**src/rtl/syn_global_pkg.sv**
```systemverilog
// Shared SRAM bus constants and the bus-operation encoding used by the
// arbiter and by anything observing the SRAM access bus.
package syn_global_pkg;

    localparam int SRAM_ADDR_W = 18;
    localparam int SRAM_DATA_W = 16;
    localparam int SRAM_RD_LAT = 2;

    typedef enum logic [1:0] {
        IDLE = 2'd0,
        RD   = 2'd1,
        WR   = 2'd2,
        TURN = 2'd3
    } sram_bus_op_t;

endpackage

```
**src/rtl/syn_sram_rd_ret_pipe.sv**
```systemverilog
// Read-return tracker: RD_LAT-deep valid shift register plus capture of the
// driver's read data in the cycle before the valid strobe.
module syn_sram_rd_ret_pipe
    import syn_global_pkg::*;
#(
    parameter int DATA_W = SRAM_DATA_W,
    parameter int RD_LAT = SRAM_RD_LAT
) (
    input  logic              clk_ir,
    input  logic              rst_sync,
    input  logic              issue,
    input  logic [DATA_W-1:0] sram_rd_data,
    output logic              rd_data_valid,
    output logic [DATA_W-1:0] rd_data
);

    logic [RD_LAT-1:0] vld_sr;
    logic [RD_LAT:0]   taps;

    // taps[k] is high k cycles after the bus read; taps[RD_LAT] is the strobe.
    assign taps          = {vld_sr, issue};
    assign rd_data_valid = taps[RD_LAT];

    always_ff @(posedge clk_ir) begin
        if (rst_sync) begin
            vld_sr  <= '0;
            rd_data <= '0;
        end else begin
            vld_sr <= taps[RD_LAT-1:0];
            if (taps[RD_LAT-1]) begin
                rd_data <= sram_rd_data;
            end
        end
    end

endmodule

```
**src/rtl/syn_sram_acc_arb.sv**
```systemverilog
// SRAM access-bus initiator: arbitrates one write and one read client, inserts
// a read-to-write turnaround, and returns read data after the fixed latency.
module syn_sram_acc_arb
    import syn_global_pkg::*;
#(
    parameter int ADDR_W        = SRAM_ADDR_W,
    parameter int DATA_W        = SRAM_DATA_W,
    parameter int RD_LAT        = SRAM_RD_LAT,
    parameter int MAX_RD_STREAK = 8
) (
    input  logic              clk_ir,
    input  logic              rst_sync,
    input  logic              wr_req,
    input  logic [ADDR_W-1:0] wr_addr,
    input  logic [DATA_W-1:0] wr_data,
    input  logic [1:0]        wr_be,
    output logic              wr_ack,
    input  logic              rd_req,
    input  logic [ADDR_W-1:0] rd_addr,
    output logic              rd_ack,
    output logic              rd_data_valid,
    output logic [DATA_W-1:0] rd_data,
    output logic              sram_cs,
    output logic              sram_rd_en,
    output logic              sram_wr_en,
    output logic [ADDR_W-1:0] sram_addr,
    output logic [1:0]        sram_be,
    output logic [DATA_W-1:0] sram_wr_data,
    input  logic [DATA_W-1:0] sram_rd_data
);

    localparam int                  STREAK_W   = $clog2(MAX_RD_STREAK + 1);
    localparam logic [STREAK_W-1:0] STREAK_MAX = STREAK_W'(MAX_RD_STREAK);

    sram_bus_op_t        op_next;
    logic                last_rd;
    logic                wr_force;
    logic                wr_force_next;
    logic                streak_clr;
    logic [STREAK_W-1:0] rd_streak;
    logic [STREAK_W-1:0] streak_next;

    // op_next is the bus operation for the following cycle; acks are its decode.
    always_comb begin
        op_next = IDLE;
        if (rst_sync) begin
            op_next = IDLE;
        end else if (rd_req && !wr_force) begin
            op_next = RD;
        end else if (wr_req && !last_rd) begin
            op_next = WR;
        end else if (last_rd) begin
            op_next = TURN;
        end
    end

    assign rd_ack = (op_next == RD);
    assign wr_ack = (op_next == WR);

    // A withdrawn write also releases the force so reads cannot deadlock.
    always_comb begin
        streak_clr  = wr_ack | ~wr_req;
        streak_next = rd_streak;
        if (streak_clr) begin
            streak_next = '0;
        end else if (rd_ack && (rd_streak != STREAK_MAX)) begin
            streak_next = rd_streak + 1'b1;
        end
        wr_force_next = ~streak_clr & (wr_force | (streak_next == STREAK_MAX));
    end

    always_ff @(posedge clk_ir) begin
        if (rst_sync) begin
            last_rd      <= 1'b0;
            rd_streak    <= '0;
            wr_force     <= 1'b0;
            sram_cs      <= 1'b0;
            sram_rd_en   <= 1'b0;
            sram_wr_en   <= 1'b0;
            sram_addr    <= '0;
            sram_be      <= '0;
            sram_wr_data <= '0;
        end else begin
            last_rd    <= rd_ack;
            rd_streak  <= streak_next;
            wr_force   <= wr_force_next;
            sram_cs    <= rd_ack | wr_ack;
            sram_rd_en <= rd_ack;
            sram_wr_en <= wr_ack;
            if (rd_ack) begin
                sram_addr <= rd_addr;
                sram_be   <= 2'b11;
            end else if (wr_ack) begin
                sram_addr    <= wr_addr;
                sram_be      <= wr_be;
                sram_wr_data <= wr_data;
            end
        end
    end

    syn_sram_rd_ret_pipe #(
        .DATA_W(DATA_W),
        .RD_LAT(RD_LAT)
    ) u_rd_ret (
        .clk_ir       (clk_ir),
        .rst_sync     (rst_sync),
        .issue        (sram_rd_en),
        .sram_rd_data (sram_rd_data),
        .rd_data_valid(rd_data_valid),
        .rd_data      (rd_data)
    );

endmodule

```
**config.mk**
```make
export PLATFORM = sky130hd
export DESIGN_NAME = syn_sram_acc_arb
export DESIGN_NICKNAME = d
export VERILOG_FILES = /design/src/rtl/syn_global_pkg.sv /design/src/rtl/syn_sram_rd_ret_pipe.sv /design/src/rtl/syn_sram_acc_arb.sv
export SDC_FILE = /design/constraint.sdc
export NUM_CORES = 1
export LEC_CHECK = 0
export ABC_CLOCK_PERIOD_IN_PS = 1800
export BUFFER_PORTS_ARGS = -buffer_cell sky130_fd_sc_hd__buf_4
export CAP_MARGIN = 5
export CORE_MARGIN = 4
export CORE_UTILIZATION = 44
export DETAILED_ROUTE_END_ITERATION = 10
export GPL_ROUTABILITY_DRIVEN = 0
export PLACE_DENSITY_LB_ADDON = 0.12
export REMOVE_ABC_BUFFERS = 1
export SYNTH_ARGS = -nofsm -noshare
export SYNTH_HDL_FRONTEND = slang
export SYNTH_SLANG_ARGS = --single-unit
```
**constraint.sdc**
```tcl
create_clock -name clk_ir -period 1.8 [get_ports clk_ir]
set_input_delay 0.18 -clock clk_ir [delete_from_list [all_inputs] [get_ports clk_ir]]
set_output_delay 0.18 -clock clk_ir [all_outputs]
set_load 0.02 [all_outputs]
```
# Word-level counts from Yosys, hierarchy flattened

Cells that the tools add are included.

Memory bits (writable): 0
Latch bits: 0
Bits in read-only memories: 0
Memories: 0
Bits in registers: 62
Output and inout port bits: 58
Logic and storage cells: 39
Bits of input ports: 74

Equal/unequal tests: 4
Multipliers: 0
Multiplexer cells: 10
Bitwise operators: 7
$lt $le $gt $ge: 0
Divide/modulo/power cells: 0
Shift-type cells: 0
Reduce and logical (&&, ||, !) cells: 7
Add/subtract/negate cells: 1

Operators by type and width:

| operator              | count |
|---|---|
| $mux W18              | 2 |
| $mux W2               | 6 |
| $mux W4               | 2 |
| $add A4 B1 Y4 const B | 1 |
| $eq A4 B4 Y1 const B  | 1 |
| $ne A4 B4 Y1 const B  | 1 |
| $logic_and A1 B1 Y1   | 3 |
| $not A1 Y1            | 3 |
| $or A1 B1 Y1          | 3 |
| $eq A2 B1 Y1 const B  | 1 |
| $eq A2 B2 Y1 const B  | 1 |
| $logic_not A1 Y1      | 2 |
| $reduce_and A2 Y1     | 1 |
| $reduce_bool A2 Y1    | 1 |
| $and A1 B1 Y1         | 1 |

# Depth between registers and ports, before layout

Gate-level depths: netlist of the first run.

Word-level depth: 12
Depth in mapped cells: 6
Depth with buffers taken out: 6

# By module

Synthesis of the first run repeated with hierarchy kept, for this count alone.

Cell total of the unflattened synthesis: 277
Area total of the unflattened synthesis: 2398.6 sq um

Modules (own cells, without submodules):

| module               | instances | sequential area each (sq um) | cells an instance | area an instance (sq um) |
|---|---|---|---|---|
| syn_sram_acc_arb     | 1         | 880.8                        | 221               | 1764.2 |
| syn_sram_rd_ret_pipe | 1         | 360.3                        | 56                | 634.4 |

# Worst setup path before layout of the first run

Ideal clock, no wire load.

Path type: flip-flop to flip-flop
From: register wr_force
To: register wr_force
Data required time: 1.716 ns
Clock period less this slack: 1.658 ns
Setup slack: 0.142 ns
Buffers on the path: 1
Cell stages (with the launch flop): 7
Arrival: 1.573 ns
Library setup time: 0.084 ns
Cells stage by stage: dfxtp_1 or3b_1 clkbuf_1 inv_1 o21ai_0 mux2i_1 o31ai_2

Word-level cells in the longest chain between the ends: 11
Elaborated cells on any way between the ends: 14
Those cells by class: eq/ne: 3; mux: 4; bitwise: 4; reduce/logical: 3

Ends and longest elaborated chain:

| what                   | line                   | RTL |
|---|---|---|
| start, declared        | syn_sram_acc_arb.sv:37 | `logic wr_force;` |
| start signal, assigned | syn_sram_acc_arb.sv:86 | `wr_force <= wr_force_next;` |
| $logic_not A1 Y1       | syn_sram_acc_arb.sv:48 | `end else if (rd_req && !wr_force) begin` |
| $logic_and A1 B1 Y1    | syn_sram_acc_arb.sv:48 |  |
| $mux W2                | syn_sram_acc_arb.sv:48 |  |
| $mux W2                | syn_sram_acc_arb.sv:46 | `if (rst_sync) begin` |
| $eq A2 B1 Y1           | syn_sram_acc_arb.sv:57 | `assign rd_ack = (op_next == RD);` |
| via rd_ack             | syn_sram_acc_arb.sv:20 | `output logic rd_ack,` |
| $logic_and A1 B1 Y1    | syn_sram_acc_arb.sv:66 | `end else if (rd_ack && (rd_streak != STREAK_MAX)) begin` |
| $mux W4                | syn_sram_acc_arb.sv:66 |  |
| $mux W4                | syn_sram_acc_arb.sv:64 | `if (streak_clr) begin` |
| $eq A4 B4 Y1           | syn_sram_acc_arb.sv:69 | `wr_force_next = ~streak_clr & (wr_force \| (streak_next == STREAK_MAX));` |
| $or A1 B1 Y1           | syn_sram_acc_arb.sv:69 |  |
| $and A1 B1 Y1          | syn_sram_acc_arb.sv:69 |  |

The timed path passes the listed nets, and every way through them passes these cells.
A chain may end at the register's enable or synchronous reset.

# Worst setup path in the final report of the first run

From: register wr_force
To: register wr_force

Word-level cells in the longest chain between the ends: 11
Elaborated cells on any way between the ends: 14
Those cells by class: eq/ne: 3; mux: 4; bitwise: 4; reduce/logical: 3

Ends and longest elaborated chain:

| what                | line |
|---|---|
| $logic_not A1 Y1    | syn_sram_acc_arb.sv:48 |
| $logic_and A1 B1 Y1 | syn_sram_acc_arb.sv:48 |
| $mux W2             | syn_sram_acc_arb.sv:48 |
| $mux W2             | syn_sram_acc_arb.sv:46 |
| $eq A2 B1 Y1        | syn_sram_acc_arb.sv:57 |
| $logic_and A1 B1 Y1 | syn_sram_acc_arb.sv:66 |
| $mux W4             | syn_sram_acc_arb.sv:66 |
| $mux W4             | syn_sram_acc_arb.sv:64 |
| $eq A4 B4 Y1        | syn_sram_acc_arb.sv:69 |
| $or A1 B1 Y1        | syn_sram_acc_arb.sv:69 |
| $and A1 B1 Y1 (*)   | syn_sram_acc_arb.sv:69 |

Mark *: on every way between the ends. The rest lies on a longest branch, timed or not.

==> flow_summary.json, run 1 <==
{
  "grt_util_met1_pct": 24.4,
  "status": "completed",
  "yosysUniqueCellTypes": 23,
  "holdWs_ns": 0.0997,
  "path_delay_family": "simple AND/OR/NAND/NOR gates",
  "drv_cap": 0,
  "worstMarginPinSlew_ns": 0.569,
  "place_ws_ns": 0.249,
  "netlist_area_mm2": 0.00236,
  "critPathLaunchType": "flip-flop",
  "ctsRootBufferMaster": "clkbuf_8",
  "relSlewSlack_pct": 62.1,
  "ios": 132,
  "fill_cells": 453,
  "clk_latency_ns": 0.31,
  "path_buf_inv": 2,
  "hold_violations": 0,
  "cts_buffers": 9,
  "setup_slack_ns": 0.241,
  "drt-wirelength-per-cell_um": 13.4,
  "crit_chain": "or3b_1 -> inv_1 -> o21ai_0 -> buf_4 -> mux2i_1 -> o31ai_2",
  "post-route-util_pct": 70.3,
  "grt_pass1_vias": 2198,
  "core_area_mm2": 0.00514,
  "clock-sinks": 62,
  "synth_area_leader_cell": "dfxtp_1",
  "multi_input_area_mm2": 0.00102,
  "cts.path.max_buffers": 2,
  "grt_pass1_wl_mm": 10.1,
  "cts_setup_buffers": 0,
  "regArea_mm2": 0.00124,
  "min_period_ns": 1.56,
  "dieArea_mm2": 0.00660,
  "power_mw": 3.16,
  "antenna_found_initial": 0,
  "cp.arrival_ns": 1.80,
  "start_util_pct": 45.9,
  "syn_inst": 277,
  "nets": 483,
  "hold_buffers": 0,
  "stdcell_count": 480,
  "avgSynthCellArea_um2": 8.52,
  "routed_wl_mm": 6.44,
  "setup_viol": 0,
  "grt_use_met2_pct": 31.1,
  "drc_errors": 0,
  "critPathCaptureType": "flip-flop",
  "r2r_setup_slack_ns": 0.24,
  "ys_ff_latch": 62,
  "die_h_um": 81.3,
  "first_pass_iters": 4,
  "die_w_um": 81.3,
  "post-dp-hpwl_mm": 4.67,
  "criticalPathCategory": "flip-flop to flip-flop",
  "num_vias": 2334,
  "fmax_ghz": 0.641,
  "vdd_drop_max_v": 0.000484,
  "cts_tree": "built",
  "io_buffers": 131,
  "hp-class": "primary input to flip-flop",
  "synth_area_leaders": "dfxtp_1 (53%), nand2_1 (11%), mux2i_1 (7.6%)",
  "clkTransAtPathRegs_ns": 0.06,
  "gr-total-overflow": 0,
  "place_area_mm2": 0.00342,
  "grt_max_degree": 55,
  "grt.total_usage_pct": 19.8,
  "rsz0062_at_grt": "false",
  "worstPathRequired_ns": 2.04,
  "rows": 26,
  "yosysWarnings": 0,
  "cts_resized": 0,
  "synth-seq-area-share_pct": 52.6,
  "max_stage_delay_ns": 0.41,
  "period_share_pct": 86.6,
  "slew_viol_final": 0,
  "final_cell_mix": "buf_4 (138), nand2_1 (71), dfxtp_1 (62), nor2_1 (40)",
  "fin_skew_ns": 0.00635,
  "drtIter0Drc": 100,
  "diodes": 0,
  "use_met3_pct": 5.54,
  "finalInstanceArea_mm2": 0.00361,
  "layout_commonest_cell": "buf_4",
  "setup_tns_ns": 0,
  "power.leakage_nw": 1.66,
  "via_per_inst": 4.86,
  "worstPathMaxFanout": 5,
  "area_delta_synth_final_pct": 53.0,
  "drive_gt1_share_pct": 37.3,
  "busiest_layer": "met2",
  "cp_slowest_cell": "or3b_1",
  "h-tree-depth": 3,
  "numPlacedInstances": 466,
  "synth_top_area_share_pct": 52.6,
  "final_antenna_net_count": 0,
  "cellPowerDensity_mw_per_mm2": 873
}
[worst min-delay path, stage by stage]
cell	delay (ns)
buf_4	0.08
mux2i_1	0.05
nor2_1	0.07
[per-layer routing]
metal | vias to the layer above | part of all wire (%)
met2 | 81 | 48
li1 | 1181 | -
met1 | 1056 | 41
met4 | 0 | 2.5
met3 | 16 | 7.7
met5 | - | 0
[logic make-up (layout without fill, tap and decap cells)]
kind of cell	after synthesis	count (layout)	synth area share [%]
AOI/OAI and AO/OA	42	42	12.6
xor gates and xnor gates	1	1	0.371
adders and majority gates	2	2	1.06
buffers and inverters	26	159	4.35
DFF	62	62	52.6
muxes	18	18	7.63
and+or+nand+nor	126	126	21.5
[Yosys cell counts]
library cell,n
o21ai_0,2
a21bo_2,1
nor2b_1,3
o31ai_2,1
dfxtp_1,62
a21oi_1,16
nand2b_1,2
inv_1,6
nor2_1,40
and3_1,3
xnor2_1,1
nand2_1,71
a31oi_1,3
mux2i_1,18
clkbuf_1,16
ha_1,2
a21o_1,1
or3b_1,1
or3_1,1
nor3_1,2
a311oi_1,18
buf_2,4
nand3_1,3
[worst paths after layout]
check | cells past startpoint | end | startpoint
max | 6 | wr_force$_SDFF_PP0_ | wr_force$_SDFF_PP0_
min | 3 | u_rd_ret.rd_data[1]$_SDFFE_PP0P_ | sram_rd_data[1]
max reg2reg | 6 | wr_force$_SDFF_PP0_ | wr_force$_SDFF_PP0_
min reg2reg | 2 | sram_wr_data[5]$_SDFFE_PP0P_ | sram_wr_data[5]$_SDFFE_PP0P_
[power breakdown]
group,total [mW],internal [mW],leakage [nW],switching [mW]
Combinational,0.514,0.257,1.05,0.257
Clock,1.17,0.702,0.0956,0.463
Sequential,1.48,1.44,0.508,0.0342
[final cells by class]
class | count | share of cell area [%]
timing repair buffer | 139 | 29.2
clock inverter | 1 | 0.831
tap | 70 | 2.42
sequential | 62 | 34.3
clock buffer | 13 | 4.40
multi-input combinational | 189 | 28.2
inverter | 6 | 0.623
[sequential cells by signal, indices dropped and copies added, names as in the netlist]
signal and cells:
last_rd 1, rd_streak 4, sram_addr 18, sram_be 2
sram_cs 1, sram_wr_data 16, sram_wr_en 1, u_rd_ret.rd_data 16
u_rd_ret.vld_sr 2, wr_force 1
Note: power is estimated with default switching activity, not from simulation.
==> run 2, diff against run 1 <==
--- a/config.mk
+++ b/config.mk
@@ -12,7 +12,7 @@
 export CORE_UTILIZATION = 44
 export DETAILED_ROUTE_END_ITERATION = 10
 export GPL_ROUTABILITY_DRIVEN = 0
-export PLACE_DENSITY_LB_ADDON = 0.12
+export PLACE_DENSITY_LB_ADDON = 0.15
 export REMOVE_ABC_BUFFERS = 1
 export SYNTH_ARGS = -nofsm -noshare
 export SYNTH_HDL_FRONTEND = slang
==> run 2 against run 1 <==
Net effect:
- maximum frequency shrank 1.2%
- non-clock buffer count stayed put
- sequential power hardly changed
- first-iteration DRC count is 2.0% higher
- critical path type unchanged
==> flow_summary.json, run 2 (synthesis results as in run 1) <==
{
  "die_w_um": 81.3,
  "grt_pass1_vias": 2193,
  "diodes": 0,
  "grt_use_met2_pct": 33.9,
  "hold_violations": 0,
  "fmax_ghz": 0.634,
  "cellPowerDensity_mw_per_mm2": 910,
  "fill_cells": 443,
  "busiest_layer": "met2",
  "setup_tns_ns": 0,
  "nets": 483,
  "post-route-util_pct": 70.8,
  "multi_input_area_mm2": 0.00102,
  "path_delay_family": "simple AND/OR/NAND/NOR gates",
  "final_cell_mix": "buf_4 (138), nand2_1 (71), dfxtp_1 (62), nor2_1 (40)",
  "critPathCaptureType": "flip-flop",
  "clkTransAtPathRegs_ns": 0.07,
  "routed_wl_mm": 6.66,
  "via_per_inst": 4.93,
  "worstMarginPinSlew_ns": 0.567,
  "vdd_drop_max_v": 0.000646,
  "grt_util_met1_pct": 23.9,
  "grt.total_usage_pct": 20.2,
  "relSlewSlack_pct": 62.2,
  "ios": 132,
  "max_stage_delay_ns": 0.41,
  "h-tree-depth": 3,
  "setup_viol": 0,
  "gr-total-overflow": 0,
  "regMostFlops": "sram_addr",
  "clock-sinks": 62,
  "clk_latency_ns": 0.32,
  "area_delta_synth_final_pct": 54.2,
  "core_area_mm2": 0.00514,
  "io_buffers": 131,
  "use_met3_pct": 4.55,
  "drc_errors": 0,
  "worstPathMaxFanout": 5,
  "ctsRootBufferMaster": "clkbuf_8",
  "critPathLaunchType": "flip-flop",
  "worstPathRequired_ns": 2.04,
  "path_buf_inv": 2,
  "grt_max_degree": 55,
  "dieArea_mm2": 0.00660,
  "hp-class": "primary input to flip-flop",
  "rsz0062_at_grt": "false",
  "drtIter0Drc": 102,
  "rows": 26,
  "cts_tree": "built",
  "cp_slowest_cell": "or3b_1",
  "antenna_found_initial": 0,
  "largestRegisters": "sram_addr x18, sram_wr_data x16, u_rd_ret.rd_data x16",
  "largest_reg_flops": 18,
  "cp.arrival_ns": 1.82,
  "r2r_setup_slack_ns": 0.22,
  "cts_resized": 0,
  "final_antenna_net_count": 0,
  "crit_chain": "or3b_1 -> inv_1 -> o21ai_0 -> buf_4 -> mux2i_1 -> o31ai_2",
  "grt_pass1_wl_mm": 10.1,
  "layout_commonest_cell": "buf_4",
  "num_vias": 2377,
  "cts.path.max_buffers": 2,
  "cts_setup_buffers": 0,
  "die_h_um": 81.3,
  "first_pass_iters": 4,
  "drt-wirelength-per-cell_um": 13.8,
  "hold_buffers": 0,
  "cts_buffers": 9,
  "start_util_pct": 45.9,
  "drive_gt1_share_pct": 37.6,
  "status": "completed",
  "fin_skew_ns": 0.00448,
  "criticalPathCategory": "flip-flop to flip-flop",
  "regArea_mm2": 0.00124,
  "period_share_pct": 87.6,
  "slew_viol_final": 0,
  "drv_cap": 0,
  "power.leakage_nw": 1.67,
  "min_period_ns": 1.58,
  "post-dp-hpwl_mm": 4.82
}
run 2: area by class of cell:
| cell class | instances | share of cell area [%] |
|---|---|---|
| Inverter | 6 | 0.619 |
| Clock buffer | 12 | 3.99 |
| Clock inverter | 4 | 1.93 |
| Tap cell | 70 | 2.41 |
| Multi-Input combinational cell | 189 | 27.9 |
| Sequential cell | 62 | 34.1 |
| Timing Repair Buffer | 139 | 29.0 |
run 2: metrics by stage:
step | instances | hold slack [ns] | power (mW) | setup WS [ns] | instance area [µm²]
after global placement | 466 | 0.415 | 2.02 | 0.270 | 3420
final | 482 | 0.0881 | 3.31 | 0.223 | 3640
after floorplan | 257 | 0.249 | 1.72 | -0.305 | 2280
after CTS | 482 | 0.0750 | 3.35 | 0.215 | 3640
after global routing | 482 | 0.0853 | 3.45 | 0.148 | 3640
after detailed placement | 466 | 0.423 | 2.03 | 0.228 | 3420
run 2: routing by layer:
metal	part of all wire, %	up-vias
met2	50	79
met1	41	1099
li1	-	1186
met5	0	-
met4	2.4	0
met3	6.0	13
run 2: worst register-to-register path, cell delays in order (launching register included):
cell and delay (ns):
dfxtp_1 0.31, or3b_1 0.41, inv_1 0.17, o21ai_0 0.11, buf_4 0.16, mux2i_1 0.13, o31ai_2 0.21
run 2: path summary, 6_finish.rpt:
path,startpoint,end,depth (start not counted)
setup / recovery,wr_force$_SDFF_PP0_,wr_force$_SDFF_PP0_,6
hold / removal,sram_rd_data[12],u_rd_ret.rd_data[12]$_SDFFE_PP0P_,3
setup reg to reg,wr_force$_SDFF_PP0_,wr_force$_SDFF_PP0_,6
hold reg to reg,sram_wr_data[9]$_SDFFE_PP0P_,sram_wr_data[9]$_SDFFE_PP0P_,2
run 2: power by group:
part / switching [mW] / internal (mW) / total [mW] / leakage (nW)
combinational: 0.258 / 0.257 / 0.515 / 1.06
clock: 0.507 / 0.814 / 1.32 / 0.110
sequential: 0.0353 / 1.44 / 1.48 / 0.508
